<file path="config.mk">
export PLATFORM = sky130hd
export DESIGN_NAME = pipeline_ctrl_flat
export DESIGN_NICKNAME = d
export VERILOG_FILES = /design/src/rtl/pipeline_ctrl_pkg.sv /design/src/rtl/pipeline_ctrl_if.sv /design/src/rtl/pipeline_ctrl_hazard_unit.sv /design/src/rtl/pipeline_ctrl.sv /design/src/flat_wrapper.sv
export SDC_FILE = /design/constraint.sdc
export NUM_CORES = 1
export LEC_CHECK = 0
export ABC_AREA = 1
export BUFFER_PORTS_ARGS = -buffer_cell sky130_fd_sc_hd__buf_2
export CORE_ASPECT_RATIO = 1.4
export CORE_MARGIN = 2
export CORE_UTILIZATION = 25
export DETAILED_ROUTE_END_ITERATION = 10
export PLACE_DENSITY_LB_ADDON = 0.1
export SLEW_MARGIN = 20
export SYNTH_ARGS = -nofsm -noshare
export SYNTH_HDL_FRONTEND = slang
export SYNTH_SLANG_ARGS = --single-unit
</file>
<file path="constraint.sdc">
create_clock -name clk -period 2.2 [get_ports clk]
set_input_delay 0.44 -clock clk [delete_from_list [all_inputs] [get_ports clk]]
set_output_delay 0.44 -clock clk [all_outputs]
set_load 0.02 [all_outputs]
</file>
<file path="src/rtl/pipeline_ctrl_pkg.sv">
// Shared definitions for the RV32I pipeline sequencer: instruction types,
// control-word field layout, the NOP word and branch fun3 codes.
package pipeline_ctrl_pkg;

    localparam int CW_W = 23;

    // Control-word field offsets
    localparam int TYPE_LSB = 0;
    localparam int FUN3_LSB = 4;
    localparam int FUN7_BIT = 7;
    localparam int RD_LSB   = 8;
    localparam int RS1_LSB  = 13;
    localparam int RS2_LSB  = 18;

    // instType encoding
    localparam logic [3:0] IT_LOAD   = 4'd0;
    localparam logic [3:0] IT_IMM    = 4'd1;
    localparam logic [3:0] IT_STORE  = 4'd2;
    localparam logic [3:0] IT_REG    = 4'd3;
    localparam logic [3:0] IT_LUI    = 4'd4;
    localparam logic [3:0] IT_AUIPC  = 4'd5;
    localparam logic [3:0] IT_BRANCH = 4'd6;
    localparam logic [3:0] IT_JALR   = 4'd7;
    localparam logic [3:0] IT_JAL    = 4'd8;

    // addi x0,x0,0
    localparam logic [CW_W-1:0] CWORD_NOP = 23'h000001;

    // Branch fun3 codes
    localparam logic [2:0] F3_BEQ  = 3'b000;
    localparam logic [2:0] F3_BNE  = 3'b001;
    localparam logic [2:0] F3_BLT  = 3'b100;
    localparam logic [2:0] F3_BGE  = 3'b101;
    localparam logic [2:0] F3_BLTU = 3'b110;
    localparam logic [2:0] F3_BGEU = 3'b111;

    function automatic logic [3:0] cw_type(input logic [CW_W-1:0] cw);
        return cw[TYPE_LSB +: 4];
    endfunction

    function automatic logic [2:0] cw_fun3(input logic [CW_W-1:0] cw);
        return cw[FUN3_LSB +: 3];
    endfunction

    function automatic logic [4:0] cw_rd(input logic [CW_W-1:0] cw);
        return cw[RD_LSB +: 5];
    endfunction

    function automatic logic [4:0] cw_rs1(input logic [CW_W-1:0] cw);
        return cw[RS1_LSB +: 5];
    endfunction

    function automatic logic [4:0] cw_rs2(input logic [CW_W-1:0] cw);
        return cw[RS2_LSB +: 5];
    endfunction

    // Instruction writes a non-zero destination register
    function automatic logic cw_is_writer(input logic [CW_W-1:0] cw);
        return (cw_type(cw) != IT_STORE) && (cw_type(cw) != IT_BRANCH) &&
               (cw_rd(cw) != 5'd0);
    endfunction

    // Instruction reads rs2
    function automatic logic cw_uses_rs2(input logic [CW_W-1:0] cw);
        return (cw_type(cw) == IT_STORE) || (cw_type(cw) == IT_REG) ||
               (cw_type(cw) == IT_BRANCH);
    endfunction

endpackage

</file>
<file path="src/rtl/pipeline_ctrl_if.sv">
// Fetch and datapath bus between the pipeline sequencer (master) and the
// decoder / datapath (slave).
interface pipeline_ctrl_if;
    import pipeline_ctrl_pkg::*;

    logic [31:0]     fetch_pc;
    logic            if_valid;
    logic [CW_W-1:0] dec_cword;
    logic [31:0]     dec_imm;
    logic [CW_W-1:0] cwordID;
    logic [CW_W-1:0] cwordEX;
    logic [CW_W-1:0] cwordMEM;
    logic [CW_W-1:0] cwordWB;
    logic [31:0]     immEX;
    logic [31:0]     immMEM;
    logic [31:0]     pc;
    logic [3:0]      funit_ZCNVFlags;
    logic [31:0]     r_for_pc;

    modport master (
        output fetch_pc, cwordID, cwordEX, cwordMEM, cwordWB, immEX, immMEM, pc,
        input  if_valid, dec_cword, dec_imm, funit_ZCNVFlags, r_for_pc
    );

    modport slave (
        input  fetch_pc, cwordID, cwordEX, cwordMEM, cwordWB, immEX, immMEM, pc,
        output if_valid, dec_cword, dec_imm, funit_ZCNVFlags, r_for_pc
    );

endinterface

</file>
<file path="src/rtl/pipeline_ctrl_hazard_unit.sv">
// Combinational hazard detection: load-use between EX and ID, and jalr in ID
// waiting for any in-flight writer of its rs1 (r_for_pc is not forwarded).
module pipeline_ctrl_hazard_unit
    import pipeline_ctrl_pkg::*;
(
    input  logic [CW_W-1:0] cword_id,
    input  logic [CW_W-1:0] cword_ex,
    input  logic [CW_W-1:0] cword_mem,
    input  logic [CW_W-1:0] cword_wb,
    output logic            stall
);

    logic [4:0] rs1_id_s;
    logic [4:0] rs2_id_s;
    logic [4:0] rd_ex_s;
    logic       load_use_s;
    logic       jalr_haz_s;

    assign rs1_id_s = cw_rs1(cword_id);
    assign rs2_id_s = cw_rs2(cword_id);
    assign rd_ex_s  = cw_rd(cword_ex);

    assign load_use_s = (cw_type(cword_ex) == IT_LOAD) && (rd_ex_s != 5'd0) &&
                        ((rd_ex_s == rs1_id_s) ||
                         (cw_uses_rs2(cword_id) && (rd_ex_s == rs2_id_s)));

    assign jalr_haz_s = (cw_type(cword_id) == IT_JALR) &&
                        ((cw_is_writer(cword_ex)  && (cw_rd(cword_ex)  == rs1_id_s)) ||
                         (cw_is_writer(cword_mem) && (cw_rd(cword_mem) == rs1_id_s)) ||
                         (cw_is_writer(cword_wb)  && (cw_rd(cword_wb)  == rs1_id_s)));

    assign stall = load_use_s | jalr_haz_s;

endmodule

</file>
<file path="src/rtl/pipeline_ctrl.sv">
// Five-stage RV32I pipeline sequencer: owns the fetch PC and per-stage
// control words, inserts hazard bubbles and resolves control flow in EX.
module pipeline_ctrl
    import pipeline_ctrl_pkg::*;
#(
    parameter logic [31:0] RESET_PC = 32'h0000_0000,
    parameter int          CNT_W    = 32
) (
    input  logic              clk,
    input  logic              rst,
    pipeline_ctrl_if.master   bus,
    output logic [CNT_W-1:0]  stall_cnt,
    output logic [CNT_W-1:0]  flush_cnt
);

    logic [31:0]      fetch_pc_r;
    logic [CW_W-1:0]  cword_id_r;
    logic [31:0]      pc_id_r;
    logic [31:0]      imm_id_r;
    logic [CW_W-1:0]  cword_ex_r;
    logic [31:0]      pc_ex_r;
    logic [31:0]      imm_ex_r;
    logic [CW_W-1:0]  cword_mem_r;
    logic [31:0]      imm_mem_r;
    logic [CW_W-1:0]  cword_wb_r;
    logic [CNT_W-1:0] stall_cnt_r;
    logic [CNT_W-1:0] flush_cnt_r;

    logic             stall_s;
    logic             br_taken_s;
    logic             redirect_s;
    logic [31:0]      target_s;

    function automatic logic [CNT_W-1:0] sat_inc(input logic [CNT_W-1:0] v);
        return (&v) ? v : v + {{(CNT_W-1){1'b0}}, 1'b1};
    endfunction

    pipeline_ctrl_hazard_unit u_hazard (
        .cword_id  (cword_id_r),
        .cword_ex  (cword_ex_r),
        .cword_mem (cword_mem_r),
        .cword_wb  (cword_wb_r),
        .stall     (stall_s)
    );

    // Resolve branch / jal / jalr in EX; flags are Z,C,N,V on bits 3..0
    always_comb begin
        br_taken_s = 1'b0;
        redirect_s = 1'b0;
        target_s   = 32'h0000_0000;
        case (cw_fun3(cword_ex_r))
            F3_BEQ:  br_taken_s = bus.funit_ZCNVFlags[3];
            F3_BNE:  br_taken_s = ~bus.funit_ZCNVFlags[3];
            F3_BLT:  br_taken_s = bus.funit_ZCNVFlags[1] ^ bus.funit_ZCNVFlags[0];
            F3_BGE:  br_taken_s = ~(bus.funit_ZCNVFlags[1] ^ bus.funit_ZCNVFlags[0]);
            F3_BLTU: br_taken_s = ~bus.funit_ZCNVFlags[2];
            F3_BGEU: br_taken_s = bus.funit_ZCNVFlags[2];
            default: br_taken_s = 1'b0;
        endcase
        case (cw_type(cword_ex_r))
            IT_JAL: begin
                redirect_s = 1'b1;
                target_s   = pc_ex_r + imm_ex_r;
            end
            IT_JALR: begin
                redirect_s = 1'b1;
                target_s   = (bus.r_for_pc + imm_ex_r) & 32'hFFFF_FFFE;
            end
            IT_BRANCH: begin
                redirect_s = br_taken_s;
                target_s   = pc_ex_r + imm_ex_r;
            end
            default: begin
                redirect_s = 1'b0;
                target_s   = 32'h0000_0000;
            end
        endcase
    end

    // Pipeline advance: redirect beats stall beats fetch bubble beats normal
    always_ff @(posedge clk) begin
        if (!rst) begin
            fetch_pc_r  <= RESET_PC;
            cword_id_r  <= CWORD_NOP;
            pc_id_r     <= 32'h0000_0000;
            imm_id_r    <= 32'h0000_0000;
            cword_ex_r  <= CWORD_NOP;
            pc_ex_r     <= 32'h0000_0000;
            imm_ex_r    <= 32'h0000_0000;
            cword_mem_r <= CWORD_NOP;
            imm_mem_r   <= 32'h0000_0000;
            cword_wb_r  <= CWORD_NOP;
            stall_cnt_r <= {CNT_W{1'b0}};
            flush_cnt_r <= {CNT_W{1'b0}};
        end else begin
            cword_wb_r  <= cword_mem_r;
            cword_mem_r <= cword_ex_r;
            imm_mem_r   <= imm_ex_r;
            if (redirect_s) begin
                fetch_pc_r  <= target_s;
                cword_id_r  <= CWORD_NOP;
                imm_id_r    <= 32'h0000_0000;
                cword_ex_r  <= CWORD_NOP;
                imm_ex_r    <= 32'h0000_0000;
                flush_cnt_r <= sat_inc(flush_cnt_r);
            end else if (stall_s) begin
                cword_ex_r  <= CWORD_NOP;
                imm_ex_r    <= 32'h0000_0000;
                stall_cnt_r <= sat_inc(stall_cnt_r);
            end else begin
                cword_ex_r <= cword_id_r;
                pc_ex_r    <= pc_id_r;
                imm_ex_r   <= imm_id_r;
                if (bus.if_valid) begin
                    cword_id_r <= bus.dec_cword;
                    imm_id_r   <= bus.dec_imm;
                    pc_id_r    <= fetch_pc_r;
                    fetch_pc_r <= fetch_pc_r + 32'd4;
                end else begin
                    cword_id_r <= CWORD_NOP;
                    imm_id_r   <= 32'h0000_0000;
                end
            end
        end
    end

    assign bus.fetch_pc = fetch_pc_r;
    assign bus.cwordID  = cword_id_r;
    assign bus.cwordEX  = cword_ex_r;
    assign bus.cwordMEM = cword_mem_r;
    assign bus.cwordWB  = cword_wb_r;
    assign bus.pc       = pc_ex_r;
    assign bus.immEX    = imm_ex_r;
    assign bus.immMEM   = imm_mem_r;
    assign stall_cnt    = stall_cnt_r;
    assign flush_cnt    = flush_cnt_r;

endmodule

</file>
<file path="src/flat_wrapper.sv">
// flat-port wrapper written by rule: the top's interface ports become plain ports
module pipeline_ctrl_flat import pipeline_ctrl_pkg::*;
#(
    parameter logic [31:0] RESET_PC = 32'h0000_0000,
    parameter int          CNT_W    = 32
)
  (clk, rst, stall_cnt, flush_cnt, bus_fetch_pc, bus_cwordID, bus_cwordEX, bus_cwordMEM, bus_cwordWB, bus_immEX, bus_immMEM, bus_pc, bus_if_valid, bus_dec_cword, bus_dec_imm, bus_funit_ZCNVFlags, bus_r_for_pc);
  pipeline_ctrl_if bus_i ();
  input  logic clk;
  input  logic rst;
  output logic [CNT_W-1:0] stall_cnt;
  output logic [CNT_W-1:0] flush_cnt;
  output wire logic [$bits(bus_i.fetch_pc)-1:0] bus_fetch_pc;
  output wire logic [$bits(bus_i.cwordID)-1:0] bus_cwordID;
  output wire logic [$bits(bus_i.cwordEX)-1:0] bus_cwordEX;
  output wire logic [$bits(bus_i.cwordMEM)-1:0] bus_cwordMEM;
  output wire logic [$bits(bus_i.cwordWB)-1:0] bus_cwordWB;
  output wire logic [$bits(bus_i.immEX)-1:0] bus_immEX;
  output wire logic [$bits(bus_i.immMEM)-1:0] bus_immMEM;
  output wire logic [$bits(bus_i.pc)-1:0] bus_pc;
  input wire logic [$bits(bus_i.if_valid)-1:0] bus_if_valid;
  input wire logic [$bits(bus_i.dec_cword)-1:0] bus_dec_cword;
  input wire logic [$bits(bus_i.dec_imm)-1:0] bus_dec_imm;
  input wire logic [$bits(bus_i.funit_ZCNVFlags)-1:0] bus_funit_ZCNVFlags;
  input wire logic [$bits(bus_i.r_for_pc)-1:0] bus_r_for_pc;
  assign bus_fetch_pc = bus_i.fetch_pc;
  assign bus_cwordID = bus_i.cwordID;
  assign bus_cwordEX = bus_i.cwordEX;
  assign bus_cwordMEM = bus_i.cwordMEM;
  assign bus_cwordWB = bus_i.cwordWB;
  assign bus_immEX = bus_i.immEX;
  assign bus_immMEM = bus_i.immMEM;
  assign bus_pc = bus_i.pc;
  assign bus_i.if_valid = bus_if_valid;
  assign bus_i.dec_cword = bus_dec_cword;
  assign bus_i.dec_imm = bus_dec_imm;
  assign bus_i.funit_ZCNVFlags = bus_funit_ZCNVFlags;
  assign bus_i.r_for_pc = bus_r_for_pc;
  pipeline_ctrl #(.RESET_PC(RESET_PC), .CNT_W(CNT_W)) u_core (.clk(clk), .rst(rst), .bus(bus_i), .stall_cnt(stall_cnt), .flush_cnt(flush_cnt));
endmodule
</file>
==> impl_metrics.csv, run 1 <==
group,metric,value,unit
worst_setup_path,criticalPathCategory,"flop to flop",
clocking,path_clk_slew,0.06,ns
flow_run,cap_viol_max_count,0,
clocking,htreeDepth,2,
synthesis,synth_area_leaders,"dfxtp_1, nand2_1, inv_1, nor2_1, nand3_1",
synthesis,netlist_instances,3042,
pwr,power.density,564,nW/µm²
synthesis,ys_warn_count,0,
clocking,cts_tree,"yes",
sta,skew,0.0217,ns
place,port_buffers,377,
synthesis,synth_top_area_share,35.9,%
clocking,clk-insertion-delay-late,0.60,ns
die,die_h,334,µm
pwr,p_leak,14.1,nW
synthesis,syn_avg_cell_area,6.38,µm²
synthesis,synthFlopType,"dfxtp_1",
place,post-dp-hpwl,65400,µm
clocking,clock_sink_count,348,
drt,wl_per_cell,17.0,µm
global_routing,gr-usage-all-layers,20.0,%
synthesis,async_flop_share,0,%
sta,finalSetupViolations,0,
sta,maxSlewHeadroom,59.7,%
drt,totalWireLength,82400,µm
cells_and_area,area_delta_synth_final,44.7,%
clocking,root_buffer,"clkbuf_16",
synthesis,ys_seq_area_share,35.9,%
die,ios,378,
status,outcome,"completed",
sta,max_slew.worst_pin.slew,0.604,ns
drt,firstDrtPassIters,7,
cells_and_area,layout-drive-gt1-share,29.8,%
sta,final-hold-violation-count,0,
die,initial_core_util,25.3,%
synthesis,synth_area,19400,µm²
worst_setup_path,cp-end-kind,"flop",
drt,num_vias,21000,
worst_setup_path,critical_path_required,2.71,ns
global_routing,grt_max_degree,84,
clocking,numCtsBuffers,42,
die,design.core.area,76700,µm²
synthesis,syn_nets,3202,
die,die_area,79900,µm²
sta,worst_slack,0.104,ns
die,rows,120,
place,dp_worst_setup_slack,-0.419,ns
clocking,cts_hold_buf,0,
global_routing,antenna_found_initial,8,
global_routing,grt_pass1_vias,20700,
sta,rsz0062_at_grt,"true",
synthesis,synth-edff-count,0,
drt,antenna_left,0,
clocking,cts.path.max_buffers,3,
drt,drt_iter0_drc,932,
sta,fin_crit_sh,95.3,%
sta,drv_slew,0,
die,die_x,239,µm
worst_setup_path,start_kind,"flop",
drt,drcViolationCount,0,
worst_setup_path,worstPathArrival,2.60,ns
sta,clock.fmax,0.477,GHz
worst_setup_path,path_max_fanout,3,
drt,viasPerCell,4.35,
place,gp_congestion,0.913,
pwr,ir_drop,0.000469,V
synthesis,post-synth-top-area-cell,"dfxtp_1",
sta,fin_crit,2.10,ns
min_path,hp-class,"primary input to flop",
sta,setup_tns,0,ns
synthesis,synth.distinct_cells,46,
cells_and_area,nets,3929,
global_routing,overflow,0,
global_routing,grt_pass1_wl,123000,µm
synthesis,ys_seq_elements,348,
-- worst paths after layout --
kind | start | endpoint | slack (ns) | depth (start not counted)
hold / removal | bus_dec_cword[0] | u_core.bus.cwordID[0] | 0.08 | 3
hold reg to reg | u_core.bus.cwordMEM[14] | u_core.bus.cwordWB[14] | 0.42 | 2
setup reg to reg | u_core.bus.immEX[15] | u_core.bus.fetch_pc[26] | 0.10 | 15
setup / recovery | u_core.bus.immEX[15] | u_core.bus.fetch_pc[26] | 0.10 | 15
-- synth_stat cells, types with 17 or more instances --
| cell | number |
|---|---|
| o21ai_0 | 83 |
| inv_1 | 497 |
| nand2_1 | 909 |
| nand4_1 | 41 |
| clkbuf_1 | 36 |
| dfxtp_1 | 348 |
| a22oi_1 | 52 |
| ha_1 | 64 |
| xor2_1 | 53 |
| buf_2 | 39 |
| nand3b_1 | 19 |
| a21oi_1 | 153 |
| nand3_1 | 202 |
| xnor2_1 | 17 |
| nor3_1 | 53 |
| nor2_1 | 357 |
-- metal layers --
metal | share of wire (%) | vias to the layer above | wire [µm] | global-route usage [%]
li1 | - | 10900 | - | -
met1 | 44 | 9580 | 36300 | 24.9
met2 | 49 | 400 | 40500 | 34.9
met3 | 3.9 | 109 | 3190 | 3.26
met4 | 2.8 | 10 | 2270 | 6.10
met5 | 0.075 | - | 62 | 0
-- what timing repair did --
action / in CTS / in global routing
setup endpoints to repair: 76 / 227
pin swaps: 2 / 27
gates resized for setup: 53 / 244
setup buffers: 0 / 5
gates cloned: 0 / 4
endpoints found under the hold margin: 0 / 0
-- state kept, by name, summed over array words and instances (netlist names) --
| signal | cells |
|---|---|
| u_core.bus.cwordEX | 23 |
| u_core.bus.cwordID | 23 |
| u_core.bus.cwordMEM | 23 |
| u_core.bus.cwordWB | 23 |
| u_core.bus.fetch_pc | 32 |
| u_core.bus.immEX | 32 |
| u_core.bus.immMEM | 32 |
| u_core.bus.pc | 32 |
| u_core.flush_cnt | 32 |
| u_core.imm_id_r | 32 |
| u_core.pc_id_r | 32 |
| u_core.stall_cnt | 32 |
-- worst max-delay path, stage by stage, from the launching register on --
cell	delay, ns
dfxtp_4	0.36
ha_1	0.29
buf_4	0.15
nand2_1	0.05
nand2_1	0.09
nand2_1	0.09
nand2_1	0.07
inv_1	0.05
nand2_1	0.09
a21oi_2	0.16
nand2_1	0.06
nand2_1	0.06
nand3_1	0.15
nand3_1	0.14
nand2_1	0.06
a21oi_1	0.13
-- cell type report --
cell class | instances | area [µm²]
Timing Repair Buffer | 776 | 5260
Fill cell | 8626 | 48600
Multi-Input combinational cell | 2093 | 11000
Clock inverter | 18 | 283
Clock buffer | 57 | 1200
Tap cell | 1037 | 1300
Sequential cell | 348 | 7080
Antenna cell | 3 | 7.51
Inverter | 508 | 1910
-- logic make-up (layout without fill, tap and decap cells) --
| family | after synthesis | count (layout) | synth area share (%) |
|---|---|---|---|
| AND/OR/NAND/NOR | 1642 | 1642 | 35.3 |
| flip-flops | 348 | 348 | 35.9 |
| adder cells (fa/ha/maj) | 66 | 66 | 4.33 |
| buffers and inverters | 601 | 1359 | 12.3 |
| XOR/XNOR | 70 | 70 | 3.16 |
| AO/OA/AOI/OAI | 315 | 315 | 9.08 |
| other | 0 | 3 | 0 |
-- layout by cell type, fill, tap and decap left out, types with 47 or more instances in the layout --
master / count
a21oi_1: 131
a22oi_1: 52
buf_2: 376
buf_4: 368
dfxtp_1: 294
inv_1: 491
nand2_1: 854
nand2_2: 57
nand3_1: 169
nor2_1: 327
nor3_1: 47
o21ai_0: 72
xor2_1: 53
-- per-stage QoR --
| step | total power (W) | cell area, µm² | hold WS [ns] | instances | util, % |
|---|---|---|---|---|---|
| 2_1_floorplan | 0.00748 | 19400 | 0.408 | 3042 | - |
| 3_3_place_gp | 0.00831 | 25300 | 0.417 | 4753 | 33.0 |
| 3_5_place_dp | 0.00831 | 25300 | 0.417 | 4753 | 33.0 |
| 4_1_cts | 0.0160 | 27000 | 0.0299 | 4828 | 35.2 |
| 5_1_grt | 0.0165 | 28100 | 0.0510 | 4839 | 36.6 |
| 6_report | 0.0158 | 28100 | 0.0759 | 4840 | 36.6 |
-- power by group --
part           total (W)  switching, W  internal, W
Sequential       0.00656      0.000139      0.00642
Combinational    0.00171      0.000995     0.000717
Clock            0.00757       0.00303      0.00454
Total             0.0158       0.00416       0.0117
(Power assumes the default switching activity.)
==> run 2: changes to the inputs <==
--- a/config.mk
+++ b/config.mk
@@ -5,7 +5,6 @@
 export SDC_FILE = /design/constraint.sdc
 export NUM_CORES = 1
 export LEC_CHECK = 0
-export ABC_AREA = 1
 export BUFFER_PORTS_ARGS = -buffer_cell sky130_fd_sc_hd__buf_2
 export CORE_ASPECT_RATIO = 1.4
 export CORE_MARGIN = 2
==> constraint.sdc (replaced) <==
create_clock -name clk -period 1.8 [get_ports clk]
set_input_delay 0.36 -clock clk [delete_from_list [all_inputs] [get_ports clk]]
set_output_delay 0.36 -clock clk [all_outputs]
set_load 0.02 [all_outputs]
==> impl_metrics.csv, run 2 <==
group,metric,value,unit
global_routing,grt_pass1_wl,113000,µm
sta,max_slew.worst_pin.slew,0.736,ns
worst_setup_path,cp_cell_sequence,"buf_6 -> ha_4 -> inv_2 -> fa_2 -> nor2b_2 -> o2111ai_2 -> a21boi_2 -> a31oi_4 -> a21oi_4 -> a31oi_2 -> or4_1 -> a31o_2 -> o211ai_1",
min_path,hp-class,"primary input to flop",
global_routing,gr-usage-all-layers,22.1,%
worst_setup_path,r2r_start,"u_core.bus.immEX[0]",
drt,drt_iter0_drc,789,
place,dp_worst_setup_slack,-1.53,ns
global_routing,grt_pass1_vias,18600,
die,die_area,67400,µm²
drt,drcViolationCount,0,
sta,worst_slack,-1.11,ns
global_routing,grt_max_degree,85,
cells_and_area,final_common_cell,"buf_4",
clocking,cts_tree,"yes",
clocking,path_clk_slew,0.07,ns
clocking,numCtsBuffers,41,
clocking,cts.path.max_buffers,3,
sta,fin_crit_sh,162,%
synthesis,synthFlopType,"dfxtp_1",
global_routing,antenna_found_initial,2,
die,ios,378,
drt,num_vias,17800,
sta,finalSetupViolations,270,
pwr,ir_drop,0.000670,V
drt,antenna_left,0,
synthesis,yosysMostFrequentCell,"dfxtp_1",
clocking,clk-insertion-delay-late,0.58,ns
sta,final-hold-violation-count,0,
drt,wl_per_cell,20.6,µm
die,die_x,220,µm
worst_setup_path,slowest_stage,"or4_1",
die,rows,110,
worst_setup_path,endpoint,"u_core.bus.fetch_pc[28]",
cells_and_area,layout-drive-gt1-share,54.9,%
cells_and_area,final_cell_mix,"buf_4, buf_2, dfxtp_1, nand2_1, a21oi_2",
cells_and_area,area_delta_synth_final,79.8,%
sta,drv_slew,0,
worst_setup_path,worstReg2RegEnd,"u_core.bus.fetch_pc[28]",
pwr,p_clk_share,47.9,%
worst_setup_path,criticalPathCategory,"flop to flop",
drt,totalWireLength,76900,µm
pwr,p_leak,13.8,nW
sta,rsz0062_at_grt,"true",
sta,skew,0.0178,ns
place,gp_congestion,0.839,
synthesis,ys_top_cells_by_count,"dfxtp_1, nand2_1, a21oi_1, and2_1, nand3_1",
cells_and_area,utilization,45.6,%
sta,maxSlewHeadroom,50.9,%
sta,fin_hold_ws,0.0383,ns
worst_setup_path,slowest_delay,0.41,ns
synthesis,async_flop_share,0,%
synthesis,ys_seq_elements,348,
status,violations,"setup timing",
worst_setup_path,crit_start,"u_core.bus.immEX[0]",
synthesis,synth_area_leaders,"dfxtp_1, nand2_1, a21oi_1, ha_1, and2_1",
flow_run,cap_viol_max_count,0,
sta,clock.fmax,0.343,GHz
drt,viasPerCell,4.77,
cells_and_area,stdcell_count,3738,
cells_and_area,nets,3025,
synthesis,syn_avg_cell_area,8.48,µm²
pwr,p_int,0.0145,W
worst_setup_path,critical_path_required,2.29,ns
synthesis,synth_area,16300,µm²
clocking,clock_sink_count,348,
die,initial_core_util,25.3,%
place,post-dp-hpwl,52900,µm
die,die_h,306,µm
synthesis,ys_warn_count,0,
worst_setup_path,path_max_fanout,4,
synthesis,synth-edff-count,0,
die,design.core.area,64400,µm²
pwr,p_sw,0.00503,W
cells_and_area,fillers,6341,
synthesis,syn_nets,2086,
synthesis,netlist_instances,1926,
global_routing,overflow,0,
synthesis,ys_seq_area_share,42.7,%
pwr,switching_share,25.8,%
pwr,p_seq_share,40.6,%
sta,fin_crit,2.91,ns
worst_setup_path,r2r_slack,-1.11,ns
worst_setup_path,worstPathArrival,3.41,ns
synthesis,synth.distinct_cells,69,
pwr,pwr-share-comb,11.4,%
clocking,root_buffer,"clkbuf_16",
status,outcome,"complete, but fails checks",
synthesis,post-synth-top-area-cell,"dfxtp_1",
place,dp.cells,3547,
worst_setup_path,r2r_cells,13,
min_path,min_path_cells,3,
clocking,htreeDepth,2,
pwr,power.density,664,nW/µm²
drt,firstDrtPassIters,5,
place,port_buffers,377,
synthesis,synth_top_area_share,42.7,%
worst_setup_path,cp-end-kind,"flop",
worst_setup_path,start_kind,"flop",
[run 2: critical path: cells and delay by family, from the launching register on]
kind | cells | cell delay, ns
and+or+nand+nor | 2 | 0.56
adders and majority gates | 2 | 0.47
AOI/OAI and AO/OA | 7 | 1.31
DFF | 1 | 0.35
buffers and inverters | 2 | 0.13
[run 2: per-stage QoR]
step / power (W) / area, µm² / TNS, ns
final: 0.0195 / 29400 / -168.99
after detailed placement: 0.00977 / 23400 / -209.53
after global placement: 0.00976 / 23400 / -211.35
after global routing: 0.0202 / 29400 / -194.19
after floorplan: 0.00890 / 17100 / -79.66
after CTS: 0.0197 / 28200 / -174.25
[run 2: area by class of cell]
class / count / area, µm² / area share (%)
Sequential cell: 348 / 7070 / 24.1
Clock inverter: 22 / 277 / 0.942
Timing Repair Buffer: 1005 / 7970 / 27.1
Multi-Input combinational cell: 1435 / 11700 / 39.7
Antenna cell: 1 / 2.50 / 0.00852
Tap cell: 840 / 1050 / 3.58
Inverter: 34 / 129 / 0.439
Clock buffer: 53 / 1220 / 4.15
[run 2: worst min path at each step]
| stage | slack [ns] | startpoint | to |
|---|---|---|---|
| floorplan | 0.42 | u_core.pc_id_r[0] | u_core.bus.pc[0] |
| global placement | 0.43 | u_core.pc_id_r[2] | u_core.bus.pc[2] |
| detailed placement | 0.44 | u_core.imm_id_r[5] | u_core.imm_id_r[5] |
| CTS | 0.003 | bus_dec_cword[22] | u_core.bus.cwordID[22] |
| global route | 0.02 | bus_dec_imm[11] | u_core.imm_id_r[11] |
| finish | 0.04 | bus_dec_imm[11] | u_core.imm_id_r[11] |
[run 2: layer usage]
| layer | wire length [µm] | vias to the layer above | global-route usage, % |
|---|---|---|---|
| met2 | 40800 | 363 | 41.3 |
| met5 | 0 | - | 0 |
| met1 | 31200 | 8708 | 25.7 |
| met4 | 1830 | 0 | 6.24 |
| met3 | 3020 | 92 | 3.20 |
| li1 | - | 8652 | - |
[run 2: power groups by stage]
| stage | Clock, W | Combinational [W] | Sequential (W) |
|---|---|---|---|
| 2_1_floorplan | 0 | 0.000700 | 0.00820 |
| 3_3_place_gp | 0 | 0.00167 | 0.00809 |
| 3_5_place_dp | 0 | 0.00168 | 0.00809 |
| 4_1_cts | 0.00962 | 0.00213 | 0.00792 |
| 5_1_grt | 0.00990 | 0.00237 | 0.00794 |
| 6_report | 0.00935 | 0.00223 | 0.00793 |
[run 2: what timing repair did]
item,in CTS,in global routing
gates cloned,36,3
resized for setup,410,315
buffers inserted,78,43
pin swaps,206,228
endpoints found under the setup margin,270,270
endpoints found under the hold margin,1,0
hold buffers,1,0
[run 2: logic make-up after synthesis]
group | share of synthesized area, %
simple gates | 24.9
compound gates | 15.8
flops | 42.7
buf+inv | 3.53
xor+xnor | 7.59
fa+ha+maj | 5.15
mux | 0.368
==> run 3: changes to the inputs <==
--- a/config.mk
+++ b/config.mk
@@ -10,7 +10,6 @@
 export CORE_MARGIN = 2
 export CORE_UTILIZATION = 25
 export DETAILED_ROUTE_END_ITERATION = 10
-export PLACE_DENSITY_LB_ADDON = 0.1
 export SLEW_MARGIN = 20
 export SYNTH_ARGS = -nofsm -noshare
 export SYNTH_HDL_FRONTEND = slang
==> constraint.sdc (replaced) <==
create_clock -name clk -period 1.8 [get_ports clk]
set_input_delay 0 -clock clk [delete_from_list [all_inputs] [get_ports clk]]
set_output_delay 0 -clock clk [all_outputs]
set_load 0.02 [all_outputs]
==> impl_metrics.csv, run 3 (synthesis results as in run 2) <==
group,metric,value,unit
sta,skew,0.0178,ns
flow_run,cap_viol_max_count,0,
pwr,p_clk_share,44.8,%
pwr,p_total,0.0184,W
global_routing,antenna_found_initial,4,
clocking,path_clk_slew,0.06,ns
drt,drt_iter0_drc,847,
cells_and_area,final_cell_mix,"buf_4, buf_2, dfxtp_1, nand2_1, a21oi_2",
clocking,clk-insertion-delay-late,0.58,ns
drt,viasPerCell,4.83,
sta,drv_slew,0,
status,violations,"setup timing",
die,ios,378,
place,dp.cells,3526,
worst_setup_path,critical_path_required,2.26,ns
cells_and_area,stdcell_count,3760,
global_routing,grt_max_degree,99,
sta,max_slew.worst_pin.slew,0.618,ns
place,postPlaceCellArea,23500,µm²
die,die_x,220,µm
pwr,p_int,0.0135,W
pwr,p_sw,0.00486,W
cells_and_area,nets,3048,
place,post-dp-hpwl,50600,µm
global_routing,grtUsageMet2,36.3,%
cells_and_area,final_common_cell,"buf_4",
drt,firstDrtPassIters,5,
cells_and_area,layout-drive-gt1-share,52.5,%
global_routing,grt_pass1_wl,106000,µm
sta,clock.fmax,0.359,GHz
die,rows,110,
worst_setup_path,criticalPathCategory,"flop to flop",
clocking,root_buffer,"clkbuf_16",
worst_setup_path,start_kind,"flop",
global_routing,busiest_layer,"met2",
status,outcome,"complete, but fails checks",
cells_and_area,area_delta_synth_final,78.6,%
pwr,power.density,630,nW/µm²
drt,drcViolationCount,0,
pwr,p_leak,13.9,nW
worst_setup_path,worstPathArrival,3.25,ns
drt,num_vias,18200,
sta,final-hold-violation-count,0,
global_routing,gr-usage-all-layers,20.5,%
global_routing,grtUsageMet1,23.6,%
pwr,ir_drop,0.000660,V
die,design.core.area,64400,µm²
die,die_area,67400,µm²
min_path,hp-class,"primary input to flop",
global_routing,grt_pass1_vias,18100,
clocking,cts.path.max_buffers,3,
sta,fin_crit,2.78,ns
clocking,cts_tree,"yes",
global_routing,overflow,0,
drt,antenna_left,0,
sta,worst_slack,-0.985,ns
min_path,hold_start,"bus_r_for_pc[30]",
pwr,switching_share,26.5,%
sta,rsz0062_at_grt,"true",
sta,fin_crit_sh,155,%
place,gp_congestion,0.892,
clocking,htreeDepth,2,
place,port_buffers,377,
worst_setup_path,path_max_fanout,3,
clocking,clock_sink_count,348,
drt,wl_per_cell,19.6,µm
sta,fin_hold_ws,0.0388,ns
die,die_h,306,µm
drt,totalWireLength,73700,µm
global_routing,met3_usage,3.62,%
clocking,numCtsBuffers,39,
sta,finalSetupViolations,270,
sta,maxSlewHeadroom,58.6,%
die,initial_core_util,25.3,%
pwr,p_seq_share,43.1,%
worst_setup_path,cp-end-kind,"flop",
cells_and_area,fin_area,29200,µm²
worst_setup_path,r2r_start,"u_core.bus.immEX[4]",
worst_setup_path,crit_start,"u_core.bus.immEX[4]",
place,dp_worst_setup_slack,-1.16,ns
pwr,pwr-share-comb,12.0,%
run 3: cell type report:
| cell class | count | area [µm²] |
|---|---|---|
| tap | 840 | 1050 |
| timing repair buffer | 1031 | 8090 |
| inverter | 34 | 129 |
| multi-input combinational | 1434 | 11500 |
| fill | 6057 | 35300 |
| clock inverter | 15 | 155 |
| antenna | 4 | 10.0 |
| clock buffer | 54 | 1120 |
| sequential | 348 | 7080 |
run 3: power by group through the flow:
| stage | Sequential [W] | Combinational (W) | Clock, W |
|---|---|---|---|
| 3_3_place_gp | 0.00808 | 0.00167 | 0 |
| 4_1_cts | 0.00791 | 0.00202 | 0.00842 |
| 3_5_place_dp | 0.00808 | 0.00167 | 0 |
| 2_1_floorplan | 0.00820 | 0.000720 | 0 |
| 5_1_grt | 0.00793 | 0.00235 | 0.00873 |
| 6_report | 0.00792 | 0.00221 | 0.00823 |
run 3: worst max-delay path, stage by stage (launching register included):
cell and delay, ns:
dfxtp_2 0.34, buf_6 0.13, ha_4 0.15, and2_4 0.14, buf_6 0.11, a221o_1 0.32
a211oi_2 0.30, buf_4 0.16, o31a_1 0.18, o21ai_2 0.11, a21oi_2 0.16, xnor2_1 0.14
o211ai_1 0.11, a221o_1 0.33
run 3: through the flow:
stage               TNS (ns)  util, %
finish               -170.28     45.3
global route         -195.39     45.3
CTS                  -157.37     42.9
detailed placement   -167.31     36.5
global placement     -166.23     36.5
floorplan             -74.12        -
run 3: routing by layer:
metal | vias up | part of all wire (%) | routed length (µm)
li1 | 8740 | - | -
met1 | 8761 | 39 | 28900
met2 | 489 | 51 | 37800
met3 | 168 | 5.0 | 3660
met4 | 0 | 4.6 | 3360
met5 | - | 0 | 0
run 3: timing repair:
action	4_1_cts	5_1_grt
gates cloned	17	11
hold buffers	57	0
pin swaps	153	139
endpoints found under the hold margin	59	0
endpoints found under the setup margin	270	270
gates resized for setup	323	256
setup buffers	57	34
run 3: worst paths after layout:
path | slack [ns] | to | cells after the start
setup reg to reg | -0.98 | u_core.bus.fetch_pc[31] | 13
hold / removal | 0.04 | u_core.bus.fetch_pc[30] | 4
setup / recovery | -0.98 | u_core.bus.fetch_pc[31] | 13
hold reg to reg | 0.45 | u_core.bus.cwordMEM[20] | 1
